<file path="config.mk">
export PLATFORM = sky130hd
export DESIGN_NAME = fft_frame_sched
export DESIGN_NICKNAME = d
export VERILOG_FILES = /design/src/rtl/fft_sched_pkg.sv /design/src/rtl/fft_ram_mux.sv /design/src/rtl/fft_frame_sched.sv
export SDC_FILE = /design/constraint.sdc
export NUM_CORES = 1
export LEC_CHECK = 0
export CAP_MARGIN = 0
export CORE_MARGIN = 2
export CORE_UTILIZATION = 39
export DETAILED_ROUTE_END_ITERATION = 10
export GPL_ROUTABILITY_DRIVEN = 0
export PLACE_DENSITY = 0.88
export SETUP_SLACK_MARGIN = 0.4
export SKIP_CTS_REPAIR_TIMING = 1
export SLEW_MARGIN = 20
export SYNTH_ARGS = -nofsm -noshare
export SYNTH_HDL_FRONTEND = slang
export SYNTH_SLANG_ARGS = --single-unit
</file>
<file path="constraint.sdc">
create_clock -name clk -period 2.9 [get_ports clk]
set_input_delay 0.29 -clock clk [delete_from_list [all_inputs] [get_ports clk]]
set_output_delay 0.29 -clock clk [all_outputs]
set_load 0.1 [all_outputs]
</file>
<file path="src/rtl/fft_sched_pkg.sv">
// Shared definitions for the FFT frame scheduler: frame geometry, BRAM word layout,
// scheduler state encoding and the 7-bit bit-reversal helper.
package fft_sched_pkg;

  localparam int unsigned N_PTS    = 128;
  localparam int unsigned ADDR_W   = 7;
  localparam int unsigned WORD_W   = 26;
  localparam int unsigned FIELD_W  = 13;
  localparam int unsigned WDOG_MAX = 2047;
  localparam int unsigned WDOG_W   = 11;

  typedef enum logic [1:0] {
    StFill  = 2'd0,
    StStart = 2'd1,
    StWait  = 2'd2,
    StHold  = 2'd3
  } sched_state_e;

  function automatic logic [ADDR_W-1:0] bitrev7(input logic [ADDR_W-1:0] a);
    logic [ADDR_W-1:0] r;
    for (int i = 0; i < ADDR_W; i++) begin
      r[i] = a[ADDR_W-1-i];
    end
    return r;
  endfunction

endpackage

</file>
<file path="src/rtl/fft_ram_mux.sv">
// Combinational BRAM port mux for the FFT frame scheduler. Exactly one owner drives the
// spectrum BRAM in each scheduler state:
//   StFill          : port A from the sample loader, port B idle
//   StStart, StWait : both ports passed through from the FFT engine
//   StHold          : port A read-only at the display address, port B idle
// While hold_off_i is high (reset) every output is forced to zero.
// Ports:
//   state_i            scheduler state (sched_state_e encoding)
//   hold_off_i         force all RAM controls idle
//   fill_we_i/addr_i/din_i   loader write request
//   disp_addr_i        display bin address
//   fft_we/addr/din_a/b_i    FFT engine RAM requests
//   ram_we/addr/din_a/b_o    BRAM port controls
module fft_ram_mux
  import fft_sched_pkg::*;
(
  input  logic [1:0]        state_i,
  input  logic              hold_off_i,
  input  logic              fill_we_i,
  input  logic [ADDR_W-1:0] fill_addr_i,
  input  logic [WORD_W-1:0] fill_din_i,
  input  logic [ADDR_W-1:0] disp_addr_i,
  input  logic              fft_we_a_i,
  input  logic              fft_we_b_i,
  input  logic [ADDR_W-1:0] fft_addr_a_i,
  input  logic [ADDR_W-1:0] fft_addr_b_i,
  input  logic [WORD_W-1:0] fft_din_a_i,
  input  logic [WORD_W-1:0] fft_din_b_i,
  output logic              ram_we_a_o,
  output logic              ram_we_b_o,
  output logic [ADDR_W-1:0] ram_addr_a_o,
  output logic [ADDR_W-1:0] ram_addr_b_o,
  output logic [WORD_W-1:0] ram_din_a_o,
  output logic [WORD_W-1:0] ram_din_b_o
);

  always_comb begin
    ram_we_a_o   = 1'b0;
    ram_we_b_o   = 1'b0;
    ram_addr_a_o = '0;
    ram_addr_b_o = '0;
    ram_din_a_o  = '0;
    ram_din_b_o  = '0;
    if (!hold_off_i) begin
      case (state_i)
        StFill: begin
          ram_we_a_o   = fill_we_i;
          ram_addr_a_o = fill_addr_i;
          ram_din_a_o  = fill_din_i;
        end
        StStart, StWait: begin
          ram_we_a_o   = fft_we_a_i;
          ram_we_b_o   = fft_we_b_i;
          ram_addr_a_o = fft_addr_a_i;
          ram_addr_b_o = fft_addr_b_i;
          ram_din_a_o  = fft_din_a_i;
          ram_din_b_o  = fft_din_b_i;
        end
        StHold: begin
          ram_addr_a_o = disp_addr_i;
        end
        default: ;
      endcase
    end
  end

endmodule

</file>
<file path="src/rtl/fft_frame_sched.sv">
// Frame scheduler owning the 128 x 26-bit spectrum BRAM shared by the sample loader, the
// fft128 engine and the display reader. Cycle: fill 128 samples, pulse fft_start, wait for
// the engine (busy low or watchdog), then hold the spectrum for the display until released.
// Optional feature: define FFT_BITREV_EN to store samples at bitrev7(fill index).
// Ports:
//   clk, rst                 clock, synchronous active-high reset
//   smp_valid, smp_data      sample strobe and signed sample (SMP_W bits)
//   fft_start, fft_busy      FFT engine handshake
//   fft_we/addr/din_a/b      FFT engine RAM requests
//   ram_we/addr/din_a/b      BRAM port controls; ram_dout_a is port A read data
//   disp_addr, disp_data, disp_valid   display read path (disp_data = word[11:5])
//   frame_ready, disp_done   spectrum held / released
//   drop_cnt                 saturating count of samples discarded outside FILL
module fft_frame_sched
  import fft_sched_pkg::*;
#(
  parameter int unsigned DECIM = 1,
  parameter int unsigned SMP_W = 12
) (
  input  logic             clk,
  input  logic             rst,
  input  logic             smp_valid,
  input  logic [SMP_W-1:0] smp_data,
  output logic             fft_start,
  input  logic             fft_busy,
  input  logic             fft_we_a,
  input  logic             fft_we_b,
  input  logic [6:0]       fft_addr_a,
  input  logic [6:0]       fft_addr_b,
  input  logic [25:0]      fft_din_a,
  input  logic [25:0]      fft_din_b,
  output logic             ram_we_a,
  output logic             ram_we_b,
  output logic [6:0]       ram_addr_a,
  output logic [6:0]       ram_addr_b,
  output logic [25:0]      ram_din_a,
  output logic [25:0]      ram_din_b,
  input  logic [25:0]      ram_dout_a,
  input  logic [6:0]       disp_addr,
  output logic [6:0]       disp_data,
  output logic             disp_valid,
  output logic             frame_ready,
  input  logic             disp_done,
  output logic [15:0]      drop_cnt
);

  localparam logic [7:0]        DecimLast = 8'(DECIM - 1);
  localparam logic [ADDR_W-1:0] FillLast  = ADDR_W'(N_PTS - 1);
  localparam logic [WDOG_W-1:0] WdogLast  = WDOG_W'(WDOG_MAX - 1);

  sched_state_e      state_q, state_d;
  logic [ADDR_W-1:0] fill_q, fill_d;
  logic [7:0]        decim_q, decim_d;
  logic [15:0]       drop_q, drop_d;
  logic [WDOG_W-1:0] wdog_q, wdog_d;
  logic              disp_valid_q;

  logic              keep;
  logic [ADDR_W-1:0] fill_addr;
  logic [FIELD_W-1:0] smp_sext;
  logic [WORD_W-1:0] fill_din;

  assign smp_sext = FIELD_W'($signed(smp_data));
  assign fill_din = WORD_W'(smp_sext);

`ifdef FFT_BITREV_EN
  assign fill_addr = bitrev7(fill_q);
`else
  assign fill_addr = fill_q;
`endif

  always_comb begin
    state_d = state_q;
    fill_d  = fill_q;
    decim_d = decim_q;
    drop_d  = drop_q;
    wdog_d  = wdog_q;
    keep    = 1'b0;
    case (state_q)
      StFill: begin
        if (smp_valid) begin
          decim_d = (decim_q == DecimLast) ? 8'd0 : decim_q + 8'd1;
          if (decim_q == 8'd0) begin
            keep   = 1'b1;
            fill_d = fill_q + 7'd1;
            if (fill_q == FillLast) state_d = StStart;
          end
        end
      end
      StStart: begin
        state_d = StWait;
        wdog_d  = '0;
      end
      StWait: begin
        wdog_d = wdog_q + 11'd1;
        // Busy rises one cycle after start, so the first WAIT cycle (wdog_q == 0) ignores it.
        if ((wdog_q != '0 && !fft_busy) || wdog_q == WdogLast) state_d = StHold;
      end
      StHold: begin
        if (disp_done) state_d = StFill;
      end
      default: state_d = StFill;
    endcase
    // Any strobe outside FILL is discarded, including the HOLD->FILL transition cycle.
    if (smp_valid && state_q != StFill && drop_q != 16'hFFFF) drop_d = drop_q + 16'd1;
  end

  always_ff @(posedge clk) begin
    if (rst) begin
      state_q      <= StFill;
      fill_q       <= '0;
      decim_q      <= '0;
      drop_q       <= '0;
      wdog_q       <= '0;
      disp_valid_q <= 1'b0;
    end else begin
      state_q      <= state_d;
      fill_q       <= fill_d;
      decim_q      <= decim_d;
      drop_q       <= drop_d;
      wdog_q       <= wdog_d;
      disp_valid_q <= (state_q == StHold);
    end
  end

  fft_ram_mux u_ram_mux (
    .state_i      (state_q),
    .hold_off_i   (rst),
    .fill_we_i    (keep),
    .fill_addr_i  (fill_addr),
    .fill_din_i   (fill_din),
    .disp_addr_i  (disp_addr),
    .fft_we_a_i   (fft_we_a),
    .fft_we_b_i   (fft_we_b),
    .fft_addr_a_i (fft_addr_a),
    .fft_addr_b_i (fft_addr_b),
    .fft_din_a_i  (fft_din_a),
    .fft_din_b_i  (fft_din_b),
    .ram_we_a_o   (ram_we_a),
    .ram_we_b_o   (ram_we_b),
    .ram_addr_a_o (ram_addr_a),
    .ram_addr_b_o (ram_addr_b),
    .ram_din_a_o  (ram_din_a),
    .ram_din_b_o  (ram_din_b)
  );

  // BRAM read data is already one cycle behind the address, so the valid flag is the
  // registered element of the display path.
  assign disp_data   = disp_valid_q ? ram_dout_a[11:5] : 7'd0;
  assign disp_valid  = disp_valid_q;
  assign fft_start   = (state_q == StStart) && !rst;
  assign frame_ready = (state_q == StHold) && !rst;
  assign drop_cnt    = drop_q;

  logic unused_dout;
  assign unused_dout = ^{ram_dout_a[25:12], ram_dout_a[4:0]};

endmodule

</file>
Word-level counts from Yosys, hierarchy flattened
Index checks and enable logic that the tools add are counted.

storage, ports and cells
  ROM bits = 0
  memories kept = 0
  output and inout port bits = 94
  register bits = 45
  bits in latches = 0
  memory bits (writable) = 0
  input port bits = 118

cells by class
  magnitude comparators = 0
  equality and inequality tests = 11
  reductions and logical operators = 17
  multiply operators = 0
  bitwise logic cells = 0
  div/mod/pow operators = 0
  add/subtract/negate cells = 4
  multiplexer cells = 23
  shifts and indexed selects = 0

operator list
  kind                   count
  $mux 26                3
  $pmux 26 s2            1
  $mux 7                 4
  $pmux 11 s2            1
  $pmux 7 s3             1
  $add 16x1->16 const B  1
  $ne 16x16->1 const B   1
  $add 11x1->11 const B  1
  $eq 11x11->1 const B   1
  $reduce_bool 11->1     1
  $mux 2                 5
  $ne 2x2->1 const B     5
  $add 8x1->8 const B    1
  $logic_not 8->1        1
  $mux 8                 1
  $pmux 2 s4             1
  $add 7x1->7 const B    1
  $eq 7x7->1 const B     1
  $logic_and 1x1->1      5
  $mux 1                 5
  $reduce_and 5->1       1
  $eq 2x2->1 const B     2
  $reduce_bool 2->1      2
  $reduce_and 3->1       1
  7 further kinds        8

Logic depth before layout (Yosys ltp)
  depth after elaboration = 5
  depth in mapped cells = 8
  depth with buffers taken out = 6

Modules after synthesis
From an unflattened synthesis, not the netlist that was laid out.

second synthesis, totals
  cells, all modules = 399
  area total of the unflattened synthesis = 3206.8 um2

by module, submodules not included
  module           seq. area each (um2)  cells each  area each (um2)  times used
  fft_frame_sched  900.9                 267         2314.7           1
  fft_ram_mux      0.0                   132         892.1            1

Worst setup path after synthesis
OpenSTA, ideal clock, no wires.

  path type = register to output
  start point = reg state_q[0]
  end point = out ram_din_a[11]
  data arrival time = 3028 ps
  required time = 2610 ps
  slack = -418 ps
  cell stages (with the launch flop) = 8
  buffers on the path = 3
  cells stage by stage = dfxtp_1 inv_1 ha_1 buf_2 buf_1 clkbuf_1 nand2_1 a21oi_1

between the ends
  word-level cells in the longest chain between the ends = 4
  elaborated cells between the ends (all ways) = 6
  those cells by class = 2 x eq/ne; 2 x mux; 2 x reduce/logical

RTL lines
  item                                             line                    text
  from (decl)                                      fft_frame_sched.sv:51   sched_state_e state_q, state_d;
  from (signal assigned)                           fft_frame_sched.sv:110  state_q <= StFill;
  from (signal assigned)                           fft_frame_sched.sv:117  state_q <= state_d;
  $eq 2x1->1 / $eq 2x2->1 (equally long branches)  fft_ram_mux.sv:45       case (state_i)
  $reduce_or 2->1                                  fft_ram_mux.sv:45
  $pmux 26 s2 *                                    fft_ram_mux.sv:45
  $mux 26 *                                        fft_ram_mux.sv:44       if (!hold_off_i) begin
  to (decl)                                        fft_frame_sched.sv:36   output logic [25:0] ram_din_a,

Every way passes the cells marked *; elsewhere a longest branch is shown, timed or not.

Final worst setup path
  start point = reg state_q[1]
  end point = out ram_din_b[1]

between the ends
  word-level cells in the longest chain between the ends = 4
  elaborated cells between the ends (all ways) = 5
  those cells by class = 2 x eq/ne; 2 x mux; 1 x reduce/logical

RTL lines
  item                                             line                   text
  $eq 2x1->1 / $eq 2x2->1 (equally long branches)  fft_ram_mux.sv:45
  $reduce_or 2->1 *                                fft_ram_mux.sv:45
  $mux 26 *                                        fft_ram_mux.sv:45
  $mux 26 *                                        fft_ram_mux.sv:44
  to (decl)                                        fft_frame_sched.sv:37  output logic [25:0] ram_din_b,

Marks and branches as above.

==> results.sh <==
export IMPL_status="finished, final reports clean"
export IMPL_drv_cap=0
export IMPL_ys_ff_latch=45
export IMPL_cp_slowest_cell="ha_2"
export IMPL_cts_tree="built"
export IMPL_startpoint_type="flop"
export IMPL_nets=698
export IMPL_initial_core_util_pct=39.9
export IMPL_end_kind="output port"
export IMPL_fmax_ghz=0.415
export IMPL_cts_root_buf="clkbuf_8"
export IMPL_hold_class="in -> reg"
export IMPL_finalCritPeriodShare_pct=83.0
export IMPL_drc=0
export IMPL_clkTransAtPathRegs_ps=100
export IMPL_via_count=3502
export IMPL_worst_slack_ps=492
export IMPL_power_density_mw_per_mm2=689
export IMPL_synth_edf_count=0
export IMPL_synth_cell_types=46
export IMPL_arrival_ps=2120
export IMPL_r2r_end="wdog_q[9]"
export IMPL_crit_required_ps=2610
export IMPL_fp_dieW_um=92.5
export IMPL_worst_pin_slew_ps=600
export IMPL_finalCoreUtilization_pct=76.3
export IMPL_grt_antenna_before_repair=1
export IMPL_syn_num_nets=519
export IMPL_cts_sinks=45
export IMPL_setup_tns_ps=0
export IMPL_period_needed_ps=2410
export IMPL_syn_area_mm2=0.00305
export IMPL_ys_flop_type="dfxtp_1"
export IMPL_relSlewSlack_pct=60.0
export IMPL_ios=212
export IMPL_slowest_delay_ps=460
export IMPL_grt_start_max_net_pins=49
export IMPL_htree_num_levels=2
export IMPL_die_h_um=92.5
export IMPL_setup_viol=0
export IMPL_hpwl_mm=8.95
export IMPL_crit_end="ram_din_b[1]"
export IMPL_coreArea_mm2=0.00765
export IMPL_yosysWarnings=0
export IMPL_vdd_drop_max_mv=0.624
export IMPL_viasPerCell=5.20
export IMPL_rows=32
export IMPL_worstSkewPairLatency_ps=310
export IMPL_rr_startpoint="state_q[1]"
export IMPL_area_delta_synth_final_pct=91.1
export IMPL_rsz0062_at_grt="no"
export IMPL_ys_async_sr_fraction_pct=0
export IMPL_grt_pass1_wl_mm=17.3
export IMPL_crit_start="state_q[1]"
export IMPL_ys_seq_area_share_pct=29.5
export IMPL_grt_ovfl_total=0
export IMPL_port_buffers=192
export IMPL_gr_usage_all_layers_pct=25.3
export IMPL_path_buf_inv=3
export IMPL_layout_drive_gt1_share_pct=26.1
export IMPL_drt_iter0_drc=193
export IMPL_worstRegToRegCells=7
export IMPL_critical_path_class="reg -> out"
export IMPL_cts_buffers=5
export IMPL_critical_path_top_delay_family="buffers and inverters"
export IMPL_drv_slew=0
export IMPL_grt_pass1_vias=3630
export IMPL_wl_mm=11.0
export IMPL_detail_route_antenna_nets=0
export IMPL_die_area_mm2=0.00856
export IMPL_worstPathMaxFanout=48
export IMPL_finalHoldViolCount=0
export IMPL_routedWlPerCell_um=16.3
export IMPL_cp_depth=6
export IMPL_cts_buffer_depth=2
export IMPL_syn_inst=390
export IMPL_skew_ps=11.4
export IMPL_syn_avg_cell_area_um2=7.83
export IMPL_power_leakage_nw=2.31
export IMPL_place_ws_ps=556
export IMPL_worstPathCellList="inv_1 -> ha_2 -> nor2b_2 -> buf_8 -> and2_1 -> buf_12"
export IMPL_dr_pass1_iters=4
export IMPL_rrSetupSlack_ps=600
cell usage in the layout, fill, tap and decap left out, types with 10 or more instances in the layout:
master,synthesis,final
nor2_2,0,15
xor2_1,12,12
nor2b_1,16,15
and2_1,55,55
nor2_1,53,36
a22oi_1,11,11
clkdlybuf4s50_1,0,97
dfxtp_1,45,45
buf_12,0,68
ha_1,11,10
nand3_1,10,10
mux2_2,12,12
buf_4,0,29
o21ai_0,13,13
inv_1,11,11
nand4_1,13,13
nand2_1,17,17
a21oi_1,20,17
cell usage after synthesis (12+ instances only):
cell | n | share of area [%]
mux2_2 | 12 | 4.4
clkbuf_1 | 17 | 2.1
nand4_1 | 13 | 2.7
xor2_1 | 12 | 3.4
dfxtp_1 | 45 | 29
nand2_1 | 17 | 2.1
nor2b_1 | 16 | 3.3
a21oi_1 | 20 | 3.3
o21ai_0 | 13 | 2.1
nor2_1 | 53 | 6.5
and2_1 | 55 | 11
cell type report:
cell class,instances,area (µm²)
timing repair buffer,196,2570
clock buffer,5,68.8
sequential,45,901
clock inverter,3,25.0
tap,102,128
inverter,11,41.3
antenna,1,2.50
multi-input combinational,310,2100
fill,514,1810
sequential cells by signal, summed over array words and instances, names as in the netlist:
register and count:
decim_q 8, disp_valid 1, drop_cnt 16, fill_addr 7, state_q 2, wdog_q 11
power breakdown:
group / internal, W / switching [W] / total (W)
sequential: 0.000654 / 0.0000457 / 0.000700
clock: 0.000176 / 0.000243 / 0.000418
combinational: 0.00103 / 0.00187 / 0.00290
total: 0.00186 / 0.00216 / 0.00402
how the worst min path moves through the flow:
stage | start | to | slack (ps) | depth (start not counted)
floorplan | fill_addr[6] | fill_addr[6] | 460 | 2
global placement | drop_cnt[11] | drop_cnt[11] | 490 | 2
detailed placement | drop_cnt[11] | drop_cnt[11] | 490 | 2
CTS | rst | drop_cnt[10] | 470 | 2
global route | rst | drop_cnt[10] | 530 | 2
finish | rst | drop_cnt[12] | 490 | 2
metrics by stage:
step	cell area, µm²	hold WS [ps]	total power [W]	instances
floorplan	3130	463	0.00257	390
global placement	5730	487	0.00357	664
detailed placement	5730	490	0.00361	664
CTS	5820	470	0.00403	672
global route	5840	529	0.00417	673
finish	5840	487	0.00402	673
logic make-up after synthesis:
kind of cell / Yosys count / share of synthesized area [%]
buffers and inverters: 35 / 4.47
DFF: 45 / 29.5
xor gates and xnor gates: 17 / 4.87
and+or+nand+nor: 204 / 37.6
AOI/OAI and AO/OA: 62 / 13.3
adders and majority gates: 11 / 4.51
muxes: 16 / 5.74
layer usage:
metal  part of all wire, %  routed length (µm)  track usage, %
met5                     0                   0               0
met4                   2.1                 233            8.33
met3                   7.6                 830            8.38
met2                    54                5960            48.0
met1                    36                3960            25.9
Power figures use the tool's default switching activity.
